--- config.mk ---
export PLATFORM = sky130hd
export DESIGN_NAME = half_period_toggle_ctrl
export DESIGN_NICKNAME = d
export VERILOG_FILES = /design/src/rtl/half_period_toggle_ctrl.sv
export SDC_FILE = /design/constraint.sdc
export NUM_CORES = 1
export LEC_CHECK = 0
export BUFFER_PORTS_ARGS = -buffer_cell sky130_fd_sc_hd__clkbuf_2
export CAP_MARGIN = 10
export CORE_AREA = 2 2 91 93
export DETAILED_ROUTE_END_ITERATION = 16
export DIE_AREA = 0 0 93 95
export PLACE_DENSITY = 0.71
export SETUP_SLACK_MARGIN = 0.2
export SYNTH_ARGS = -nofsm -noshare
export SYNTH_HDL_FRONTEND = slang
export SYNTH_SLANG_ARGS = --single-unit
--- constraint.sdc ---
create_clock -name clk -period 3.2 [get_ports clk]
set_clock_uncertainty 0.2 [all_clocks]
set_input_delay 0.32 -clock clk [delete_from_list [all_inputs] [get_ports clk]]
set_output_delay 0.32 -clock clk [all_outputs]
set_load 0.05 [all_outputs]
--- src/rtl/half_period_toggle_ctrl.sv ---
// Burst/continuous square-wave generator: each output level lasts hp_reg cycles, first rise hp cycles after start.
// Config is accepted only in IDLE (cfg_ready); stop ends the run on the next low level so the final period is never truncated.
module half_period_toggle_ctrl #(
   parameter int CNT_W   = 16,
   parameter int BURST_W = 8
) (
   input  logic               clk,
   input  logic               rst,
   input  logic               cfg_valid,
   output logic               cfg_ready,
   input  logic [CNT_W-1:0]   cfg_half_period,
   input  logic [BURST_W-1:0] cfg_burst,
   input  logic               start,
   input  logic               stop,
   output logic               tog_out,
   output logic               busy,
   output logic               done
);

   typedef enum logic [1:0] {
      ST_IDLE  = 2'd0,
      ST_RUN   = 2'd1,
      ST_DRAIN = 2'd2
   } state_t;

   state_t             r_state;
   state_t             w_state_nxt;
   logic [CNT_W-1:0]   r_cnt;
   logic [CNT_W-1:0]   r_hp;
   logic [CNT_W-1:0]   w_hp_new;
   logic [CNT_W-1:0]   w_hp_sel;
   logic [BURST_W-1:0] r_burst;
   logic [BURST_W-1:0] r_pcnt;
   logic [BURST_W-1:0] w_pcnt_inc;
   logic               r_tog;
   logic               r_done;
   logic               w_cfg_acc;
   logic               w_start;
   logic               w_tick;
   logic               w_fall;
   logic               w_burst_end;
   logic               w_finish;

   assign w_cfg_acc   = cfg_valid && (r_state == ST_IDLE);
   assign w_start     = start && (r_state == ST_IDLE);
   // A zero half-period is clamped to 1 so the counter reload never underflows.
   assign w_hp_new    = (cfg_half_period == '0) ? CNT_W'(1) : cfg_half_period;
   assign w_hp_sel    = w_cfg_acc ? w_hp_new : r_hp;
   assign w_tick      = (r_state != ST_IDLE) && (r_cnt == '0);
   assign w_fall      = w_tick && r_tog;
   assign w_pcnt_inc  = r_pcnt + BURST_W'(1);
   assign w_burst_end = w_fall && (r_burst != '0) && (w_pcnt_inc == r_burst);

   always_ff @(posedge clk) begin
      if (rst) begin
         r_state <= ST_IDLE;
      end else begin
         r_state <= w_state_nxt;
      end
   end

   always_comb begin
      w_state_nxt = r_state;
      w_finish    = 1'b0;
      case (r_state)
         ST_IDLE: begin
            if (start) begin
               w_state_nxt = ST_RUN;
            end
         end
         ST_RUN: begin
            // A stop landing on a falling edge or a low level completes the run immediately.
            if (w_burst_end || (w_fall && stop) || (stop && !r_tog)) begin
               w_state_nxt = ST_IDLE;
               w_finish    = 1'b1;
            end else if (stop) begin
               w_state_nxt = ST_DRAIN;
            end
         end
         ST_DRAIN: begin
            if (w_fall) begin
               w_state_nxt = ST_IDLE;
               w_finish    = 1'b1;
            end
         end
         default: begin
            w_state_nxt = ST_IDLE;
         end
      endcase
   end

   always_ff @(posedge clk) begin
      if (rst) begin
         r_cnt   <= '0;
         r_hp    <= CNT_W'(1);
         r_burst <= '0;
         r_pcnt  <= '0;
         r_tog   <= 1'b0;
         r_done  <= 1'b0;
      end else begin
         r_done <= w_finish;
         if (w_cfg_acc) begin
            r_hp    <= w_hp_new;
            r_burst <= cfg_burst;
         end
         if (w_start) begin
            r_cnt  <= w_hp_sel - CNT_W'(1);
            r_tog  <= 1'b0;
            r_pcnt <= '0;
         end else if (w_finish) begin
            r_cnt <= '0;
            r_tog <= 1'b0;
         end else if (r_state != ST_IDLE) begin
            if (w_tick) begin
               r_tog <= ~r_tog;
               r_cnt <= r_hp - CNT_W'(1);
               if (r_tog) begin
                  r_pcnt <= w_pcnt_inc;
               end
            end else begin
               r_cnt <= r_cnt - CNT_W'(1);
            end
         end
      end
   end

   always_comb begin
      cfg_ready = (r_state == ST_IDLE);
      busy      = (r_state != ST_IDLE);
      tog_out   = r_tog;
      done      = r_done;
   end

endmodule

### Word level (Yosys, flattened, before mapping)

Index checks and enable logic that the tools add are counted.

* register bits after elaboration: 52
* input bits: 29
* output and inout bits: 4

* add/subtract/negate cells: 4
* eq/ne operators: 6
* mux-type cells: 14
* bitwise operators: 2
* reductions and logical operators: 22

Operators by type and width (count)
* two-way mux 16 bit: 6
* subtractor 16 x 1 -> 16 bit (second input constant): 3
* logical NOT 16 bit: 2
* adder 8 x 1 -> 8 bit (second input constant): 1
* == test 8 bit: 1
* logical AND 1 bit: 8
* two-way mux 2 bit: 4
* nonzero test 8 bit: 1
* case mux 2 bit (3 select lines): 1
* AND reduction 4 bit: 1
* != test 3 bit (second input constant): 1
* AND reduction 3 bit: 1
* nonzero test 3 bit: 1
* OR reduction 3 bit: 1
* == test 2 x 1 -> 1 bit (second input constant): 1
* == test 2 bit (second input constant): 1
* logical NOT 2 bit: 1
* logical OR 1 bit: 2
* two-way mux 1 bit: 2
* != test 2 x 1 -> 1 bit (second input constant): 1
* != test 2 bit (second input constant): 1
* NOT 1 bit: 2
* case mux 1 bit (2 select lines): 1
* AND reduction 2 bit: 1
* other kinds (3): 3

### Longest topological paths before layout

Gate-level depths: netlist (run 1).

* depth in word-level cells: 11
* depth in mapped cells: 15
* gate-level depth less buffers: 13

### Least setup slack after synthesis (run 1)

No wires, ideal clock.

* kind: register to register
* from: reg r_state[0]
* to: reg r_cnt[14]
* library setup time: 119 ps
* arrival time: 3158 ps
* data required time: 2881 ps
* slack: -276 ps
* stages on the path, launching flop included: 16
* path buffers: 2
* clock period less this slack: 3476 ps
* cell sequence: dfxtp_1 > inv_1 > ha_1 > buf_4 > nor4_4 > nand4_2 > nor2_2 > buf_2 > a21oi_1 > ha_1 > nand3_1 > a21o_2 > or4_1 > a32oi_1 > a21oi_1 > o221a_1

RTL lines
* start: declaration: RTL line 26 `state_t r_state;`
* start signal: assignment: RTL line 58 `r_state <= w_state_nxt;`
* logical NOT 2 bit (*)
* net cfg_ready: RTL line 10 `output logic cfg_ready,`
* logical AND 1 bit: RTL line 44 `assign w_cfg_acc = cfg_valid && (r_state == ST_IDLE);`
* two-way mux 16 bit
* subtractor 16 x 1 -> 16 bit: RTL line 107 `r_cnt <= w_hp_sel - CNT_W'(1);`
* two-way mux 16 bit: RTL line 106 `if (w_start) begin`
* end signal: assignment: RTL line 107
* end signal: assignment: RTL line 116 `r_cnt <= r_hp - CNT_W'(1);`
* end signal: assignment: RTL line 121 `r_cnt <= r_cnt - CNT_W'(1);`
* end: declaration: RTL line 28 `logic [CNT_W-1:0] r_cnt;`

Mark *: on every way through the listed nets, which the timed path passes. The rest lies on a longest branch. The select of a mux whose other input is x is not followed.
A chain may end at the register's enable or synchronous reset.

### Worst setup path in the final report (run 1)

* from: reg r_state[0]
* to: reg r_cnt[14]

* cells in the longest elaborated chain, start to end: 11

RTL lines
* branches (longest 11 deep; another with subtractor 16 x 1 -> 16 bit)

Parallel ways; which one is timed is not known. The select of a mux whose other input is x is not followed.

==> impl_metrics.toml, run 1 <==
[cts]
cts_tree = "built"
htreeDepth = 2
root_buffer = "clkbuf_8"
cts_buffers = 5
cts.sinks = 52
clk_path_buf_depth = 2
clk_latency_ps = 310
path_clk_slew_ps = 100

[global_route]
grt_overflow = 0
grt_pass1_vias = 3355
grtUsageTotal_pct = 23.68
grt_max_degree = 45
grt_first_pass_wirelength_mm = 16.75
antenna_found_initial = 0

[power]
pwr-share-seq_pct = 34.7
powerDensity_nw_per_um2 = 638.6
p_leak_nw = 1.612
switching_power_w = 0.001138
ir_drop_v = 0.0002856
power_frac_clock_pct = 17.3
power_w = 0.002622
swShare_pct = 43.41
share_comb_of_total_power_pct = 48.0
p_int_w = 0.001483

[timing]
tightest_slew_ps = 643.0
rsz0062_at_grt = "yes"
finalCriticalPeriod_ps = 2879
period_share_pct = 89.98
relSlewSlack_pct = 57.13
slew_violations = 0
tns_ps = 0
finalSetupViolCount = 0
clock.fmax_mhz = 347.3
hold_violations = 0

[route]
ant_nets = 0
viasPerCell = 6.108
num_vias = 3683
drt_pass1_iterations = 5
routed_wirelength_mm = 10.49
drc = 0
routedWlPerCell_um = 17.39
first_iter_violations = 270

[logic_synthesis]
yosysSeqAreaShare_pct = 28.22
synthFlopType = "dfxtp_1"
synth.area.top_cells = "dfxtp_1 28%, a21oi_1 6.0%, nor2_1 5.6%, mux2i_1 5.2%, nand2_1 4.7%"
synth_commonest_cells = "55 x nor2_1, 52 x dfxtp_1, 46 x nand2_1"
avgSynthCellArea_um2 = 7.815
syn-cell-area_um2 = 3689
synthArstFlopShare_pct = 0
synth_cells = 472
synth_cell_types = 73
synth_most_common_cell = "nor2_1"
yosys_warnings = 0
synth_top_area_share_pct = 28.22
syn_nets = 508
synth_area_leader_cell = "dfxtp_1"
ys_ff_latch = 52
synth_enable_flop_cells = 0

[setup_path]
crit_path_end_kind = "flop"
criticalPathCategory = "flop to flop"
r2r-start = "r_state[0]$_SDFFE_PP0P_"
cp_max_fo = 7
critPathLaunchType = "flop"
cp.arrival_ps = 2890
startpoint = "r_state[0]$_SDFFE_PP0P_"
crit_required_ps = 3210

[job]
cap_violations = 0

[placed_design]
hpwlAfterDp_mm = 7.563
gp_congestion = 0.9274
numPortBuffers = 32
dp.cells = 591
placed_area_um2 = 3934

[cells_and_area]
n_antenna_cell = 0
postLayoutCoreUtil_pct = 51.78
final_nets = 533
design_area_um2 = 4105
n_fill_cell = 794
syn2layout_area_growth_pct = 11.30
final_cells = 603
drive_above_1_share_pct = 16.67

[floorplanning]
initial_utilization_pct = 46.53
die_width_um = 93
die_h_um = 95
boundaryPins = 33
die-area_um2 = 8835
coreArea_um2 = 7928
rows = 33

[run_status]
status = "completed"

[min_path]
holdCritStartpoint = "cfg_burst[0]"
min_path_type = "input port to flop"
[final timing paths]
kind                        endpoint  slack (ps)  depth (start not counted)
max           r_cnt[14]$_SDFFE_PP0P_         320                         13
min          r_burst[0]$_SDFFE_PP0N_          20                          3
max reg2reg   r_cnt[14]$_SDFFE_PP0P_         320                         13
min reg2reg  r_burst[0]$_SDFFE_PP0N_         280                          2
[worst max-delay path, stage by stage (launching register included)]
cell and delay [ps]:
dfxtp_1 350, inv_2 100, ha_4 210, nor4_4 70
nand4_4 170, nor2_4 80, a21oi_2 150, ha_2 220
nand3_1 70, a21o_2 250, or4_1 510, a32oi_1 180
a21oi_1 90, o221a_1 140
[power groups by stage]
stage	sequential, W	combinational, W	clock (W)
after global routing	0.000922	0.00137	0.000494
after global placement	0.000910	0.00117	0
after CTS	0.000903	0.00120	0.000464
final	0.000909	0.00126	0.000455
after floorplan	0.000864	0.000972	0
after detailed placement	0.000918	0.00119	0
[per-layer routing]
layer	up-vias	global-route usage (%)	wire length, µm	part of all wire (%)
li1	1786	-	-	-
met5	-	0	0	0
met3	14	3.113	508	4.8
met4	0	6.250	147	1.4
met1	1764	31.76	4793	46
met2	119	40.22	5038	48
[flip-flops by register name (all words and copies together), names as in the netlist]
| register | count |
|---|---|
| r_cnt | 16 |
| tog_out | 1 |
| r_pcnt | 8 |
| r_state | 2 |
| done | 1 |
| r_burst | 8 |
| r_hp | 16 |
[logic make-up after synthesis]
group                      share of synthesized area [%]
AOI/OAI and AO/OA                                  23.13
muxes                                              5.461
xor gates and xnor gates                           5.699
adders and majority gates                          2.374
buffers and inverters                              4.240
and+or+nand+nor                                    30.87
DFF                                                28.22
[area by class of cell]
class,instances,area [µm²],area share [%]
Multi-Input combinational cell,387,2555,62.24
Clock inverter,2,35.03,0.8534
Timing Repair Buffer,43,240.2,5.852
Inverter,8,30.03,0.7315
Clock buffer,6,72.57,1.768
Tap cell,105,131.4,3.200
Sequential cell,52,1041,25.36
[through the flow]
step	worst slack [ps]	hold slack (ps)
2_1_floorplan	180.5	247.8
3_3_place_gp	229.7	273.3
3_5_place_dp	116.5	273.6
4_1_cts	225.6	21.79
5_1_grt	138.1	18.39
6_report	320.6	23.51
[repair_timing]
item,CTS,global route
gates resized for setup,1,7
setup buffers,0,4
pin swaps,0,4
endpoints found under the setup margin,1,17
hold buffers,0,0
[cell usage in the layout (no fill, tap or decap), types with 3 or more instances in the layout]
cell / Yosys / routed
clkbuf_2: 0 / 32
a211oi_1: 4 / 4
a31oi_1: 4 / 4
nor4_1: 5 / 5
clkbuf_8: 0 / 5
buf_4: 3 / 10
a21oi_1: 44 / 42
dfxtp_1: 52 / 52
a211o_1: 5 / 5
and4_1: 3 / 3
xor2_1: 13 / 13
or2_2: 4 / 4
and2_1: 5 / 5
nand2b_1: 3 / 3
nand3_1: 16 / 16
o21ai_0: 21 / 21
and3_1: 7 / 6
xnor2_1: 11 / 11
mux2i_1: 19 / 19
o31ai_1: 6 / 6
or4_1: 6 / 6
nand4_1: 4 / 4
nand2_1: 46 / 46
nor2_1: 55 / 55
a311oi_1: 8 / 8
o311ai_1: 2 / 3
or3_1: 10 / 10
inv_1: 8 / 6
nor4_4: 3 / 3
nor3_1: 12 / 11
ha_1: 7 / 4
o21ai_1: 4 / 4
o211ai_1: 4 / 4
nor2b_1: 7 / 7
(Power assumes the default switching activity.)
==> run 2: changes to the inputs <==
--- a/config.mk
+++ b/config.mk
@@ -8,8 +8,8 @@
 export BUFFER_PORTS_ARGS = -buffer_cell sky130_fd_sc_hd__clkbuf_2
 export CAP_MARGIN = 10
-export CORE_AREA = 2 2 91 93
+export CORE_AREA = 2 2 86 88
 export DETAILED_ROUTE_END_ITERATION = 16
-export DIE_AREA = 0 0 93 95
-export PLACE_DENSITY = 0.71
+export DIE_AREA = 0 0 88 90
+export PLACE_DENSITY = 0.78
 export SETUP_SLACK_MARGIN = 0.2
 export SYNTH_ARGS = -nofsm -noshare
==> constraint.sdc (replaced) <==
create_clock -name clk -period 3.2 [get_ports clk]
set_clock_uncertainty 0.2 [all_clocks]
set_input_delay 0.32 -clock clk [delete_from_list [all_inputs] [get_ports clk]]
set_output_delay 0.32 -clock clk [all_outputs]
set_load 0.1 [all_outputs]
==> impl_metrics.toml, run 2 (synthesis results as in run 1) <==
[timing]
tns_ps = 0
relSlewSlack_pct = 56.50
rsz0062_at_grt = "no"
clock.fmax_mhz = 348.8
period_share_pct = 89.59
slew_violations = 0
hold_violations = 0
tightest_slew_ps = 652.4
finalSetupViolCount = 0
finalCriticalPeriod_ps = 2867

[route]
viasPerCell = 6.213
met1Wirelength_mm = 4.413
drt_pass1_iterations = 5
ant_nets = 0
wl_met3_um = 665
first_iter_violations = 346
drc = 0
dr.max_layer_used = "met4"
wl_met2_mm = 4.687
routedWlPerCell_um = 16.78
routed_wirelength_mm = 10.02
num_vias = 3709

[setup_path]
crit_path_end_kind = "flop"
cp_max_fo = 7
criticalPathCategory = "flop to flop"
critPathLaunchType = "flop"
crit_required_ps = 3200
cp.arrival_ps = 2870
rrSetupSlack_ps = 330
reg2regPathDepth = 13

[cells_and_area]
n_fill_cell = 626
drive_above_1_share_pct = 17.07
n_antenna_cell = 0
final_nets = 533
reg_top3 = "r_cnt: 16 flops, r_hp: 16 flops"
layout_commonest_cell = "nor2_1"
syn2layout_area_growth_pct = 11.19
design_area_um2 = 4101
final_cell_mix = "55 x nor2_1, 51 x dfxtp_1, 45 x nand2_1, 42 x a21oi_1, 32 x clkbuf_2"

[placed_design]
hpwlAfterDp_mm = 7.324
numPortBuffers = 32
placed_area_um2 = 3949
gp_congestion = 0.9736

[floorplanning]
rows = 31
die_h_um = 90
initial_utilization_pct = 52.54
die_width_um = 88
die-area_um2 = 7920
boundaryPins = 33
coreArea_um2 = 7020

[global_route]
grt_overflow = 0
antenna_found_initial = 0
grt_pass1_vias = 3345
grtUsageTotal_pct = 25.57
grt_max_degree = 45
grt_first_pass_wirelength_mm = 16.46

[power]
powerDensity_nw_per_um2 = 645.3
p_leak_nw = 1.623
ir_drop_v = 0.0003211

[cts]
cts.sinks = 52
ctsHoldBuffers = 0
root_buffer = "clkbuf_8"
htreeDepth = 2
clk_path_buf_depth = 2
cts_buffers = 5
path_clk_slew_ps = 90
clk_latency_ps = 310
cts_tree = "built"

[job]
cap_violations = 0

[run_status]
status = "completed"

[min_path]
min_path_type = "input port to flop"
hold-path-cell-count = 3
[run 2: metrics by stage]
step | hold WS [ps] | util (%) | setup WS (ps) | power, W | std cells
CTS | 11.04 | 57.78 | 214.3 | 0.002611 | 596
global route | 32.51 | 58.42 | 210.1 | 0.002812 | 597
finish | 15.90 | 58.42 | 333.1 | 0.002647 | 597
global placement | 262.1 | 56.25 | 335.9 | 0.002134 | 588
detailed placement | 268.6 | 56.25 | 231.1 | 0.002155 | 588
floorplan | 247.8 | - | 55.00 | 0.001874 | 472
[run 2: cell type report]
| type | count | area [µm²] | share of cell area [%] |
|---|---|---|---|
| clock inverter | 2 | 35.03 | 0.8542 |
| tap | 99 | 123.9 | 3.020 |
| timing repair buffer | 43 | 242.7 | 5.918 |
| multi-input combinational | 387 | 2555 | 62.29 |
| clock buffer | 6 | 72.57 | 1.769 |
| sequential | 52 | 1042 | 25.41 |
| inverter | 8 | 30.03 | 0.7322 |
[run 2: power breakdown]
group	internal, W	leakage [nW]	switching (W)
combinational	0.000519	1.14	0.000776
clock	0.000232	0.0552	0.000216
sequential	0.000744	0.427	0.000159
[run 2: worst max-delay path, cell delays in order (launching register included)]
cell	delay (ps)
dfxtp_1	340
inv_2	100
ha_4	210
nor4_4	60
nand4_2	130
nor2_4	70
a21oi_2	160
ha_2	230
nand3_1	90
a21o_4	240
or4_1	500
a32oi_1	190
a21oi_1	100
o221a_1	130
[run 2: worst paths after layout]
| path | from | end |
|---|---|---|
| hold / removal | cfg_burst[6] | r_burst[6]$_SDFFE_PP0N_ |
| hold reg to reg | r_burst[1]$_SDFFE_PP0N_ | r_burst[1]$_SDFFE_PP0N_ |
| setup reg to reg | r_state[0]$_SDFFE_PP0P_ | r_cnt[14]$_SDFFE_PP0P_ |
| setup / recovery | r_state[0]$_SDFFE_PP0P_ | r_cnt[14]$_SDFFE_PP0P_ |
[run 2: per-layer routing]
metal  vias to the layer above  GRT usage [%]
met5                         -              0
met4                         0          9.615
met3                        28          2.938
met2                       164          40.78
met1                      1734          35.06
li1                       1783              -
[run 2: what timing repair did]
| item | CTS | global route |
|---|---|---|
| buffers inserted | 0 | 1 |
| setup endpoints to repair | 0 | 21 |
| resized for setup | 0 | 10 |
